**config.mk**
```make
export PLATFORM = sky130hd
export DESIGN_NAME = irq_nest_ctrl
export DESIGN_NICKNAME = d
export VERILOG_FILES = /design/src/rtl/irq_nest_ctrl.sv
export SDC_FILE = /design/constraint.sdc
export NUM_CORES = 1
export LEC_CHECK = 0
export ABC_AREA = 1
export BUFFER_PORTS_ARGS = -buffer_cell sky130_fd_sc_hd__buf_2
export CORE_MARGIN = 2
export CORE_UTILIZATION = 45
export DETAILED_ROUTE_END_ITERATION = 8
export SLEW_MARGIN = 20
export SYNTH_ARGS = -nofsm -noshare
export SYNTH_HDL_FRONTEND = slang
export SYNTH_SLANG_ARGS = --single-unit
```
**constraint.sdc**
```tcl
create_clock -name clk_i -period 4.35 [get_ports clk_i]
set_clock_uncertainty 0.15 [all_clocks]
set_input_delay 0.87 -clock clk_i [delete_from_list [all_inputs] [get_ports clk_i]]
set_output_delay 0.87 -clock clk_i [all_outputs]
set_load 0.03 [all_outputs]
```
**src/rtl/irq_nest_ctrl.sv**
```systemverilog
// rtl/irq_nest_ctrl.sv - nested interrupt sequencer between HETIC arbiter and core
module irq_nest_ctrl #(
  parameter int NrIrqLines = 64,
  parameter int NrIrqPrios = 32,
  parameter int StackDepth = 8,
  localparam int IrqWidth   = $clog2(NrIrqLines),
  localparam int PrioWidth  = $clog2(NrIrqPrios),
  localparam int DepthWidth = $clog2(StackDepth + 1)
) (
  input  logic                  clk_i,
  input  logic                  rst_i,
  input  logic                  irq_valid_i,
  input  logic [IrqWidth-1:0]   irq_id_i,
  input  logic [PrioWidth-1:0]  irq_level_i,
  input  logic                  irq_heti_i,
  input  logic                  irq_nest_i,
  output logic                  irq_ack_o,
  output logic [IrqWidth-1:0]   irq_id_o,
  output logic                  core_irq_o,
  output logic [IrqWidth-1:0]   core_irq_id_o,
  output logic [PrioWidth-1:0]  core_irq_level_o,
  output logic                  core_irq_heti_o,
  input  logic                  core_irq_ack_i,
  input  logic                  core_mret_i,
  output logic [PrioWidth-1:0]  cur_level_o,
  output logic [DepthWidth-1:0] depth_o,
  output logic                  underflow_o
);

  localparam int IdxWidth = (StackDepth > 1) ? $clog2(StackDepth) : 1;

  typedef enum logic [1:0] {IDLE, REQ, CLAIM} state_t;

  state_t                state_q, state_d;
  logic [PrioWidth-1:0]  lvl_q [StackDepth];
  logic                  nest_q [StackDepth];
  logic [DepthWidth-1:0] depth_q;
  logic [IrqWidth-1:0]   id_q;
  logic [PrioWidth-1:0]  level_q;
  logic                  heti_q;
  logic                  nest_lat_q;
  logic                  ack_q;
  logic                  underflow_q;

  logic                  stack_empty, stack_full, top_nest, eligible;
  logic                  pop, push, latch;
  logic [PrioWidth-1:0]  top_level;
  logic [IdxWidth-1:0]   top_idx, push_idx;
  logic [DepthWidth-1:0] depth_popped;

  assign stack_empty = (depth_q == '0);
  assign stack_full  = (depth_q == DepthWidth'(StackDepth));
  assign top_idx     = IdxWidth'(depth_q - 1'b1);
  assign top_level   = stack_empty ? '0 : lvl_q[top_idx];
  assign top_nest    = nest_q[top_idx];

  // A non-nestable handler on top blocks every line, whatever its level.
  assign eligible = irq_valid_i && (irq_level_i > top_level) && !stack_full &&
                    (stack_empty || top_nest);

  // Pop happens before push, so a simultaneous take replaces the top entry.
  assign pop          = core_mret_i && !stack_empty;
  assign depth_popped = pop ? depth_q - 1'b1 : depth_q;
  assign push_idx     = IdxWidth'(depth_popped);

  always_comb begin
    state_d = state_q;
    latch   = 1'b0;
    push    = 1'b0;
    case (state_q)
      IDLE: begin
        if (eligible) begin
          latch   = 1'b1;
          state_d = REQ;
        end
      end
      REQ: begin
        if (core_irq_ack_i) begin
          push    = 1'b1;
          state_d = CLAIM;
        end else if (!irq_valid_i || (irq_id_i != id_q)) begin
          state_d = IDLE;
        end
      end
      CLAIM:   state_d = IDLE;
      default: state_d = IDLE;
    endcase
  end

  always_ff @(posedge clk_i) begin
    if (rst_i) begin
      state_q     <= IDLE;
      depth_q     <= '0;
      id_q        <= '0;
      level_q     <= '0;
      heti_q      <= 1'b0;
      nest_lat_q  <= 1'b0;
      ack_q       <= 1'b0;
      underflow_q <= 1'b0;
      for (int i = 0; i < StackDepth; i++) begin
        lvl_q[i]  <= '0;
        nest_q[i] <= 1'b0;
      end
    end else begin
      state_q <= state_d;
      ack_q   <= (state_d == CLAIM);
      if (latch) begin
        id_q       <= irq_id_i;
        level_q    <= irq_level_i;
        heti_q     <= irq_heti_i;
        nest_lat_q <= irq_nest_i;
      end
      if (core_mret_i && stack_empty) begin
        underflow_q <= 1'b1;
      end
      depth_q <= push ? depth_popped + 1'b1 : depth_popped;
      if (push) begin
        lvl_q[push_idx]  <= level_q;
        nest_q[push_idx] <= nest_lat_q;
      end
    end
  end

  assign irq_ack_o        = ack_q;
  assign irq_id_o         = id_q;
  assign core_irq_o       = (state_q == REQ);
  assign core_irq_id_o    = id_q;
  assign core_irq_level_o = level_q;
  assign core_irq_heti_o  = heti_q;
  assign cur_level_o      = top_level;
  assign depth_o          = depth_q;
  assign underflow_o      = underflow_q;

endmodule

```
==> results of run 1 <==
[flip-flops by register name, summed over array words and instances (netlist names), 2 cells and up]
| name | count |
|---|---|
| lvl_q | 40 |
| nest_q | 8 |
| core_irq_id_o | 6 |
| core_irq_level_o | 5 |
| depth_o | 4 |
| state_q | 2 |
[cell usage in the layout, fill, tap and decap left out, types with 2 or more instances in the layout]
cell type   instances
ha_1                7
clkinvlp_4          2
o211ai_1            8
buf_2              47
nand3b_1           11
xor2_1              3
inv_2               4
nor2_1             98
dfxtp_1            21
clkinv_2            2
o21ai_0            26
o22ai_1             4
nor2_4              4
nand3_4             2
nor3_1              2
nand2_4             2
nand2_2            13
nand4_1             2
clkbuf_8            9
nand2_1            52
buf_4               3
nand3_1            12
inv_1              30
a21oi_1            22
edfxtp_1           48
[tightest hold or removal path, stage by stage (launching register included)]
cell	delay, ps
dfxtp_1	310
inv_1	50
a21oi_1	50
[path summary, 6_finish.rpt]
kind,from,endpoint,depth (start not counted)
setup / recovery,depth_o[0],cur_level_o[1],7
hold / removal,underflow_o,underflow_o,2
setup reg to reg,depth_o[0],core_irq_id_o[1],15
hold reg to reg,underflow_o,underflow_o,2
[per-stage QoR]
stage          util [%]  cell area, um^2  setup WS [ps]  hold WS (ps)
6_report          51.69             3953          858.7         296.9
5_1_grt           51.69             3953          528.5         319.5
4_1_cts           51.69             3953          848.0         298.4
3_5_place_dp      49.18             3761          929.2         287.2
3_3_place_gp      49.18             3761          982.0         281.9
2_1_floorplan         -             3507          544.4         301.6
[cell usage after synthesis, drive strengths merged]
cell / number / share of area [%]
nor2: 103 / 12
nand3: 14 / 2.7
nand3b: 11 / 2.4
o22ai: 4 / 0.71
o211ai: 8 / 1.7
nand2: 67 / 8.5
nor3b: 1 / 0.21
clkbuf: 3 / 0.32
xnor2: 1 / 0.25
buf: 17 / 3.4
a31oi: 1 / 0.18
o21ai: 26 / 3.7
ha: 7 / 2.5
nand4: 2 / 0.36
nor3: 2 / 0.29
xor2: 3 / 0.75
or2: 1 / 0.18
a21oi: 22 / 3.1
dfxtp: 21 / 12
edfxtp: 48 / 41
inv: 34 / 3.6
[final cells by class]
class,count,area (um^2)
tap,102,127.6
clock inverter,6,63.81
timing repair buffer,50,257.7
clock buffer,10,127.6
inverter,34,127.6
fill,738,3695
sequential,69,1862
multi-input combinational,273,1386
[metal layers]
metal	part of all wire [%]	vias to the layer above
li1	-	1389
met5	0	-
met3	6.0	14
met4	1.9	0
met1	46	1325
met2	46	92
[power groups by stage]
stage	logic, W	clock network [W]	registers, W
6_report	0.00189	0.000519	0.000829
5_1_grt	0.00210	0.000555	0.000836
4_1_cts	0.00190	0.000527	0.000829
3_5_place_dp	0.00189	0	0.000843
3_3_place_gp	0.00187	0	0.000842
2_1_floorplan	0.00147	0	0.000915
[cell families after synthesis]
kind of cell,share of synthesized area (%)
and+or+nand+nor,26.58
DFF,53.09
xor gates and xnor gates,0.9991
AOI/OAI and AO/OA,9.454
adders and majority gates,2.497
buffers and inverters,7.385
==> out/metrics.yaml, run 1 <==
timing:
  finalMaxSlewViolations: 0
  finalSetupViolCount: 0
  min_period_ps: 3491
  finalCritPeriodShare_pct: 80.26
  setup_tns_ps: 0
  hold_violations: 0
  tightest_slew_ps: 562.3
  slew_headroom_pct: 62.42
  fmax_mhz: 286.4
  rsz0062_at_grt: "false"
cells_and_area:
  fin_nets: 462
  syn2layout_area_growth_pct: 12.70
  fin_cells: 544
  final_layout_size_suffix_gt1_share_pct: 20.81
  diodes: 0
global_route:
  gr-total-overflow: 0
  grtUsageMet2_pct: 32.66
  grt_pass1_wl_um: 13810
  use_met3_pct: 4.519
  grtUsageTotal_pct: 21.37
  grtUsageMet1_pct: 30.32
  busiest_layer: "met2"
  grt_max_degree: 29
  antenna_found_initial: 0
  grt_pass1_vias: 2614
critical_path:
  crit_required_ps: 3330
  cp-end-kind: "output port"
  crit_chain: "inv_2 -> ha_1 -> o21ai_0 -> o211ai_1 -> o211ai_1 -> inv_1 -> buf_2"
  cp_common_cell: "o211ai_1"
  worst-path-buf-inv: 3
  crit_family: "compound AO/OA/AOI/OAI gates"
  cp_slowest_cell: "ha_1"
  startpoint_type: "register"
  path_class: "register to output port"
  reg2reg_setup_slack_ps: 900
  path_max_fanout: 28
  arrival_ps: 2470
  critical_path.max_stage_delay_ps: 630
synthesis:
  syn_area_per_cell_um2: 8.856
  synth_fp_nets: 421
  ys.warnings.count: 0
  ys_ff_latch: 69
  synth_area_um2: 3507
  synthCells: 396
  yosysSeqAreaShare_pct: 53.09
  ys_types: 29
detailed_routing:
  vias: 2820
  viasPerCell: 5.184
  drtPass1Iterations: 6
  wirelength_um: 8556
  ant_nets: 0
  drtIter0Drc: 121
  drc: 0
  wl_per_cell_um: 15.73
cts:
  cts_resized: 0
  clk-insertion-delay-late_ps: 350
  cts_max_path_buffers: 2
  cts_buffers: 9
  post_cts.repair.setup_buffers: 0
  htreeDepth: 3
  cts_tree: "done"
  path_clk_slew_ps: 70
  root_buffer: "clkbuf_8"
  clock-sinks: 69
  hold_buffers: 0
power:
  p_int_w: 0.001600
  fin_total_pwr_w: 0.003243
  p_comb_share_pct: 58.4
  clockPowerShare_pct: 16.0
  irDropWorstVdd_v: 0.0002710
  swShare_pct: 50.67
  p_seq_share_pct: 25.6
  total_leakage_power_nw: 1.667
  netSwitchingPower_w: 0.001643
  power.density_nw_per_um2: 820.4
die:
  fp.dieArea_um2: 8516
  start_util_pct: 45.86
  dieWidth_um: 92.28
  core_area_um2: 7647
  fp.dieH_um: 92.28
  rows: 32
  num_io_pins: 48
placed_design:
  dp.cells: 528
  dpl.hpwl_um: 5951
  gp_congestion: 0.8500
  numPortBuffers: 47
min_path:
  min_path_type: "register to register"
status:
  run_status: "finished clean"
job:
  drv_cap: 0
Power figures use the tool's default switching activity.
==> run 2: changes to the inputs <==
==> constraint.sdc (replaced) <==
create_clock -name clk_i -period 3.53 [get_ports clk_i]
set_clock_uncertainty 0.15 [all_clocks]
set_input_delay 0.706 -clock clk_i [delete_from_list [all_inputs] [get_ports clk_i]]
set_output_delay 0.706 -clock clk_i [all_outputs]
set_load 0.03 [all_outputs]
==> out/metrics.yaml, run 2 (synthesized netlist as in run 1, its figures left out) <==
global_route:
  gr-total-overflow: 0  # unchanged
  grt_pass1_vias: 2617  # was 2614
  grt_max_degree: 28  # was 29
  antenna_found_initial: 0  # unchanged
  grtUsageTotal_pct: 21.17  # was 21.37%
  grt_pass1_wl_um: 13630  # was 13810 um
min_path:
  hold_start: "underflow_o"  # unchanged
  min_path_cells: 2  # unchanged
  min_path_type: "register to register"  # unchanged
  holdPathEnd: "underflow_o"  # unchanged
detailed_routing:
  drtIter0Drc: 190  # was 121
  drc: 0  # unchanged
  wirelength_um: 8455  # was 8556 um
  wl_per_cell_um: 15.51  # was 15.73 um
  vias: 2799  # was 2820
  drtPass1Iterations: 4  # was 6
  viasPerCell: 5.136  # was 5.184
  ant_nets: 0  # unchanged
cells_and_area:
  final_common_cell: "nor2_1"  # unchanged
  largest_register: "lvl_q"  # unchanged
  fillers: 745  # was 738
  diodes: 0  # unchanged
  syn2layout_area_growth_pct: 12.52  # was 12.70%
  fin_nets: 464  # was 462
  multi_input_area_um2: 1406  # was 1386 um^2
  final_util_pct: 51.60  # was 51.69%
  fin_cells: 545  # was 544
  largest_reg_flops: 40  # unchanged
  mostFrequentLayoutCells: "98 x nor2_1, 52 x nand2_1, 48 x edfxtp_1, 47 x buf_2, 30 x inv_1"  # unchanged
  register_area_um2: 1863  # was 1862 um^2
  final_layout_size_suffix_gt1_share_pct: 21.44  # was 20.81%
timing:
  finalMaxSlewViolations: 0  # unchanged
  slew_headroom_pct: 71.82  # was 62.42%
  finalCritPeriodShare_pct: 87.94
  rsz0062_at_grt: "false"  # unchanged
  tightest_slew_ps: 422.3  # was 562.3 ps
  setup_slack_ps: 425.7  # was 858.7 ps
  min_period_ps: 3104
  fmax_mhz: 322.1
  setup_tns_ps: 0  # unchanged
  finalSetupViolCount: 0  # unchanged
  hold_violations: 0  # unchanged
critical_path:
  path_class: "register to register"  # was register to output port
  worst-path-buf-inv: 3  # unchanged
  rr_worst_depth: 15  # unchanged
  timing.rr.end: "core_irq_level_o[3]"  # was core_irq_id_o[1]
  crit_chain: "inv_1 -> ha_2 -> inv_1 -> o21ai_0 -> o22ai_1 -> o211ai_1 -> ha_1 -> nand2_1 -> inv_1 -> nand2_1 -> nand2_1 -> nor2_1 -> nor2_4 -> a21oi_1 -> nor2_1"  # was inv_2 -> ha_1 -> o21ai_0 -> o211ai_1 -> o211ai_1 -> inv_1 -> buf_2
  critical_path.max_stage_delay_ps: 510  # was 630 ps
  cp_slowest_cell: "ha_2"  # was ha_1
  startpoint_type: "register"  # unchanged
  path_max_fanout: 19  # was 28
  r2r_start: "depth_o[1]"  # was depth_o[0]
  crit_family: "adder cells"  # was compound AO/OA/AOI/OAI gates
  crit_required_ps: 3620  # was 3330 ps
  reg2reg_setup_slack_ps: 430  # was 900 ps
  arrival_ps: 3190  # was 2470 ps
  cp-end-kind: "register"  # was output port
placed_design:
  dpl.hpwl_um: 5998  # was 5951 um
  pre_cts_slack_ps: 229.0  # was 929.2 ps
  gp_congestion: 0.7999  # was 0.8500
  dp.cells: 529  # was 528
  numPortBuffers: 47  # unchanged
power:
  fin_total_pwr_w: 0.004003  # was 0.003243 W
  clockPowerShare_pct: 13.7  # was 16.0%
  total_leakage_power_nw: 1.658  # was 1.667 nW
  p_seq_share_pct: 25.5  # was 25.6%
  p_int_w: 0.001925  # was 0.001600 W
  netSwitchingPower_w: 0.002078  # was 0.001643 W
  irDropWorstVdd_v: 0.0004973  # was 0.0002710 V
  swShare_pct: 51.91  # was 50.67%
  power.density_nw_per_um2: 1014  # was 820.4 nW/um^2
  p_comb_share_pct: 60.8  # was 58.4%
die:
  dieWidth_um: 92.28  # unchanged
  rows: 32  # unchanged
  fp.dieArea_um2: 8516  # unchanged
  start_util_pct: 45.86  # unchanged
  num_io_pins: 48  # unchanged
  core_area_um2: 7647  # unchanged
  fp.dieH_um: 92.28  # unchanged
cts:
  cts_tree: "done"  # unchanged
  cts_max_path_buffers: 2  # unchanged
  hold_buffers: 0  # unchanged
  path_clk_slew_ps: 70  # about the same
  root_buffer: "clkbuf_8"  # unchanged
  post_cts.repair.setup_buffers: 0  # unchanged
  clk-insertion-delay-late_ps: 350  # about the same
  cts_buffers: 9  # unchanged
  clock-sinks: 69  # unchanged
  cts_resized: 0  # unchanged
  htreeDepth: 3  # unchanged
status:
  run_status: "finished clean"  # unchanged
job:
  drv_cap: 0  # unchanged
[run 2: cell count changes in the layout (fill, tap and decap cells not counted)]
cell,delta
a31oi_1,-1
a31oi_2,+1
buf_4,+1
bufinv_16,-1
clkinv_1,+1
clkinv_4,-1
dfxtp_1,-1
dfxtp_2,+1
ha_1,-1
ha_2,+1
nor2_4,+1
[run 2: tightest hold or removal path, stage by stage, from the launching register on]
cell and delay (ps):
dfxtp_1 310, inv_1 40, a21oi_1 50
[run 2: how the worst max path moves through the flow]
stage | from | endpoint | slack, ps | depth (start not counted)
after floorplan | depth_o[0] | core_irq_id_o[0] | 40 | 18
after global placement | depth_o[1] | core_irq_level_o[4] | 300 | 15
after detailed placement | depth_o[1] | core_irq_level_o[1] | 230 | 15
after CTS | depth_o[1] | core_irq_level_o[1] | 220 | 15
after global routing | depth_o[1] | core_irq_id_o[0] | 150 | 15
final | depth_o[1] | core_irq_level_o[3] | 430 | 15
[run 2: power by group through the flow]
stage / Sequential, W / Clock (W) / Combinational (W)
final: 0.00102 / 0.000548 / 0.00244
after global routing: 0.00103 / 0.000587 / 0.00271
after CTS: 0.00102 / 0.000551 / 0.00238
after detailed placement: 0.00104 / 0 / 0.00238
after global placement: 0.00104 / 0 / 0.00235
after floorplan: 0.00113 / 0 / 0.00183
[run 2: per-layer routing]
| layer | global-route usage (%) | vias to the layer above | share of wire, % |
|---|---|---|---|
| li1 | - | 1392 | - |
| met1 | 30.81 | 1294 | 47 |
| met2 | 32.17 | 106 | 44 |
| met3 | 3.122 | 7 | 7.0 |
| met4 | 7.836 | 0 | 1.3 |
| met5 | 0 | - | 0 |
[run 2: layout make-up]
| cell class | instances | share of cell area, % |
|---|---|---|
| Clock buffer | 10 | 3.234 |
| Inverter | 34 | 3.234 |
| Multi-Input combinational cell | 274 | 35.64 |
| Sequential cell | 69 | 47.21 |
| Timing Repair Buffer | 51 | 6.722 |
| Clock inverter | 5 | 0.7292 |
| Tap cell | 102 | 3.234 |
[run 2: metrics by stage]
step           hold slack, ps  area (um^2)
2_1_floorplan           301.6         3515
3_3_place_gp            284.0         3776
3_5_place_dp            287.1         3776
4_1_cts                 298.3         3933
5_1_grt                 340.8         3946
6_report                297.8         3946
